`config.mk`:
```
export PLATFORM = sky130hd
export DESIGN_NAME = pipe_stage_skid
export DESIGN_NICKNAME = d
export VERILOG_FILES = /design/src/rtl/pipe_stage_skid.sv
export SDC_FILE = /design/constraint.sdc
export NUM_CORES = 1
export LEC_CHECK = 0
export ABC_AREA = 0
export BUFFER_PORTS_ARGS = -buffer_cell sky130_fd_sc_hd__buf_2
export CAP_MARGIN = 0
export CORE_MARGIN = 1.5
export CORE_UTILIZATION = 50
export DETAILED_ROUTE_END_ITERATION = 7
export GPL_TIMING_DRIVEN = 0
export PLACE_DENSITY = 0.81
export SYNTH_ARGS = -nofsm -noshare
export SYNTH_HDL_FRONTEND = slang
export SYNTH_SLANG_ARGS = --single-unit
```
`constraint.sdc`:
```
create_clock -name clk -period 1.9 [get_ports clk]
set_input_delay 0.38 -clock clk [delete_from_list [all_inputs] [get_ports clk]]
set_output_delay 0.38 -clock clk [all_outputs]
set_load 0.01 [all_outputs]
```
`src/rtl/pipe_stage_skid.sv`:
```
// rtl/pipe_stage_skid.sv - pipeline register stage with optional two-entry skid buffer
// Flush and reset empty the stage; control bits are masked to zero on bubbles.
module pipe_stage_skid #(
  parameter int DATA_W = 32,
  parameter int CTRL_W = 8,
  parameter int SKID   = 1
) (
  input  logic              clk,
  input  logic              rst,
  input  logic              in_valid,
  output logic              in_ready,
  input  logic [CTRL_W-1:0] in_ctrl,
  input  logic [DATA_W-1:0] in_data,
  output logic              out_valid,
  input  logic              out_ready,
  output logic [CTRL_W-1:0] out_ctrl,
  output logic [DATA_W-1:0] out_data,
  input  logic              flush,
  output logic [1:0]        occupancy
);

  logic              main_valid;
  logic              main_valid_n;
  logic [CTRL_W-1:0] main_ctrl;
  logic [CTRL_W-1:0] main_ctrl_n;
  logic [DATA_W-1:0] main_data;
  logic [DATA_W-1:0] main_data_n;
  logic              skid_valid;
  logic              skid_valid_n;
  logic [CTRL_W-1:0] skid_ctrl;
  logic [DATA_W-1:0] skid_data;
  logic [1:0]        occ_q;
  logic              in_xfer;
  logic              out_xfer;

  assign out_valid = main_valid;
  assign out_data  = main_data;
  assign out_ctrl  = main_valid ? main_ctrl : '0;
  assign occupancy = occ_q;
  assign out_xfer  = main_valid && out_ready;
  assign in_xfer   = in_valid && in_ready && !flush && !rst;

  // Skid entries only ever wait behind main, so main is refilled from skid first.
  always_comb begin
    main_valid_n = main_valid;
    main_ctrl_n  = main_ctrl;
    main_data_n  = main_data;
    skid_valid_n = skid_valid;
    if (flush) begin
      main_valid_n = 1'b0;
      skid_valid_n = 1'b0;
    end else if (out_xfer) begin
      if (skid_valid) begin
        main_ctrl_n  = skid_ctrl;
        main_data_n  = skid_data;
        skid_valid_n = 1'b0;
      end else if (in_xfer) begin
        main_ctrl_n = in_ctrl;
        main_data_n = in_data;
      end else begin
        main_valid_n = 1'b0;
      end
    end else if (in_xfer) begin
      if (!main_valid) begin
        main_valid_n = 1'b1;
        main_ctrl_n  = in_ctrl;
        main_data_n  = in_data;
      end else begin
        skid_valid_n = 1'b1;
      end
    end
  end

  always_ff @(posedge clk) begin
    if (rst) begin
      main_valid <= 1'b0;
      main_ctrl  <= '0;
      main_data  <= '0;
      occ_q      <= 2'd0;
    end else begin
      main_valid <= main_valid_n;
      main_ctrl  <= main_ctrl_n;
      main_data  <= main_data_n;
      occ_q      <= {1'b0, main_valid_n} + {1'b0, skid_valid_n};
    end
  end

  generate
    if (SKID != 0) begin : g_skid
      // Registered ready: depends only on the skid flop, never on out_ready.
      assign in_ready = !skid_valid && !rst;

      always_ff @(posedge clk) begin
        if (rst) begin
          skid_valid <= 1'b0;
          skid_ctrl  <= '0;
          skid_data  <= '0;
        end else begin
          skid_valid <= skid_valid_n;
          if (skid_valid_n && !skid_valid) begin
            skid_ctrl <= in_ctrl;
            skid_data <= in_data;
          end
        end
      end
    end else begin : g_no_skid
      assign in_ready   = (out_ready || !main_valid) && !rst;
      assign skid_valid = 1'b0;
      assign skid_ctrl  = '0;
      assign skid_data  = '0;
    end
  endgenerate

endmodule

```
==> run summary <==
Hold path depth - 3
Routed len/inst - 18.0 um
Starting density of the core - 0.514
CTS buffer count - 9
DR DRC count - 0
WL final - 11900 um
ANT cells - 0
Clock Skews - 0.00757 ns
Crit path launch - out_valid$_SDFF_PP0_
Yosys warning count - 0
Initial antenna violation count - 0
Synth Register Bits - 84
Setup crit end kind - flip-flop
Mean Syn Cell Area - 9.22 um2
RSZ-0062 raised after global routing - no
Setup slack, reg-to-reg - 0.12 ns
Synth top area cells - dfxtp_1 (40%), mux2i_1 (9.5%), or4b_2 (9.5%)
I/O Buffers - 85
Post-synth top area cell - dfxtp_1
Outcome - finished, final reports clean
Final nets - 597
Overflow after GRT - 0
Fmax - 560 MHz
Clk_lat worst skew - 0.36 ns
Placed Area - 4760 um2
Initial DRC count - 263
Hold_sp - in_data[15]
Max Cap Viol - 0
Synth top area share - 0.400
I/O Pins - 89
Commonest non-fill, non-tap cell in the layout - buf_2
Largest net degree at the start of global routing - 15
Min Tclk post-route - 1.78 ns
Largest buffer count on any clock path - 2
R2r endpoint - out_data[11]$_SDFFE_PP0P_
Via count - 4168
P&R area growth vs syn - 17.8%
ANT nets after route - 0
Worst EP required - 2.17 ns
Dpl hpwl - 8140 um
Most frequent cells in the layout - buf_2 (87), dfxtp_1 (84), clkbuf_1 (45)
Syn Nets - 501
Pin slew with the least headroom to its limit - 0.572 ns
WP data arrival - 2.05 ns
CTS Sinks - 84
PnR Total Power - 3.51 mW
Number of global-route vias before repair - 3924
Worst VDD drop - 0.000404 V
Final Cycle Share - 0.939
CTS tree - done
Worst r2r path cells - 6
WS Path Type - flip-flop to flip-flop
Sequential area share after synthesis - 0.400
Reg2reg start - out_valid$_SDFF_PP0_
Die H - 94.7 um
Setup bufs post-CTS - 0
Storage element area - 1680 um2
Multi-input gate area - 2230 um2
GRT Total Usage - 0.274
Ratio of cells with drive above 1 in the final layout - 0.291
Cells after Synth - 456
Design area - 4950 um2
CTS Root Buffer Type - clkbuf_8
Post-Syn Area - 4210 um2
Site row count - 33
First-pass GRT wire length - 19100 um
PwrDens - 708 nW/um2
Die width - 94.7 um
GP Congestion - 0.836
Core Region - 8180 um2
# hold bufs at CTS - 0
Final count of hold timing violations - 0
Lkg Pwr - 2.04 nW
WHS Endpoint - skid_data[15]$_SDFFE_PP0P_
Drt pass-1 iters - 5
CTS H-tree depth - 3
Number of fill cells - 749
Critical path fanouts, max - 10
Startpoint types - flip-flop
Setup-failing EPs final - 0
Area of the die - 8970 um2
Via-to-Cell Ratio - 6.30
Headroom to the max-slew limit - 0.619
Hold Crit Class - input pin to flip-flop
Worst-path clk slew - 0.09 ns
Worst hold slack - 0.265 ns
Fin. max-slew vios - 0
Yosys cell types - 26
==> where the power goes <==
part,total [mW],switching [mW],internal (mW),leakage [nW]
sequential,1.88,0.0477,1.83,0.683
combinational,0.442,0.260,0.182,1.26
clock,1.19,0.680,0.508,0.0920
==> synth_stat cells <==
master and n:
nor2_1 2, dfxtp_1 84, o211ai_1 40, or4b_1 1, nand3_1 41, or4_4 1, or4b_2 40, nor4_1 1
xnor2_1 1, and2_1 8, a21oi_1 42, clkbuf_1 56, mux2i_1 40, inv_1 1, o311ai_0 40, o21ai_1 7
nor4b_2 1, buf_1 1, o21bai_1 1, buf_2 1, o21ai_0 33, nor2b_1 3, nor3_1 2, a2111oi_0 1
nand2b_1 2, buf_6 6
==> cells by family (layout without fill, tap and decap cells) <==
logic type / Yosys count / after routing / synth area share
mux: 40 / 40 / 0.0952
flops: 84 / 84 / 0.400
xor+xnor: 1 / 1 / 0.00208
buf+inv: 65 / 166 / 0.0690
simple gates: 102 / 102 / 0.178
compound gates: 164 / 164 / 0.256
==> worst max-delay path by stage <==
stage	to	slack, ns	depth (start not counted)
after floorplan	in_ready	0.24	4
after global placement	in_ready	-0.24	5
after detailed placement	in_ready	-0.27	5
after CTS	out_ctrl[7]	0.007	3
after global routing	out_data[11]$_SDFFE_PP0P_	0.05	6
final	out_data[11]$_SDFFE_PP0P_	0.12	6
==> sequential cells by signal, summed over array words and instances (netlist names) <==
register and flops:
skid_valid 1, occupancy 2, skid_ctrl 8, out_data 32, skid_data 32, main_ctrl 8, out_valid 1
==> cell type report <==
class                           count  share of cell area
Multi-Input combinational cell    307               0.451
Sequential cell                    84               0.339
Timing Repair Buffer               85              0.0859
Buffer                             64              0.0609
Clock buffer                       10              0.0278
Tap cell                          105              0.0265
Clock inverter                      6             0.00808
Inverter                            1            0.000758
==> per-layer routing <==
metal | share of wire | GRT usage
met5 | 0 | 0
met4 | 0.023 | 0.111
met3 | 0.058 | 0.0507
met2 | 0.47 | 0.433
met1 | 0.45 | 0.366
==> what timing repair did <==
item	in CTS	in global routing
hold endpoints to repair	0	0
resized for setup	2	20
endpoints found under the setup margin	1	67
==> critical path, cell delays in order, from the launching register on <==
cell,delay [ns]
dfxtp_1,0.38
nor2b_1,0.17
buf_6,0.14
or4_4,0.51
buf_6,0.15
buf_6,0.13
o211ai_1,0.22
==> per-stage QoR <==
stage / TNS [ns] / worst slack [ns] / util / cells
2_1_floorplan: 0 / 0.244 / - / 456
3_3_place_gp: -3.57 / -0.235 / 0.582 / 646
3_5_place_dp: -5.77 / -0.273 / 0.582 / 646
4_1_cts: 0 / 0.00730 / 0.605 / 662
5_1_grt: 0 / 0.0494 / 0.606 / 662
6_report: 0 / 0.115 / 0.606 / 662
(Power assumes the default switching activity.)
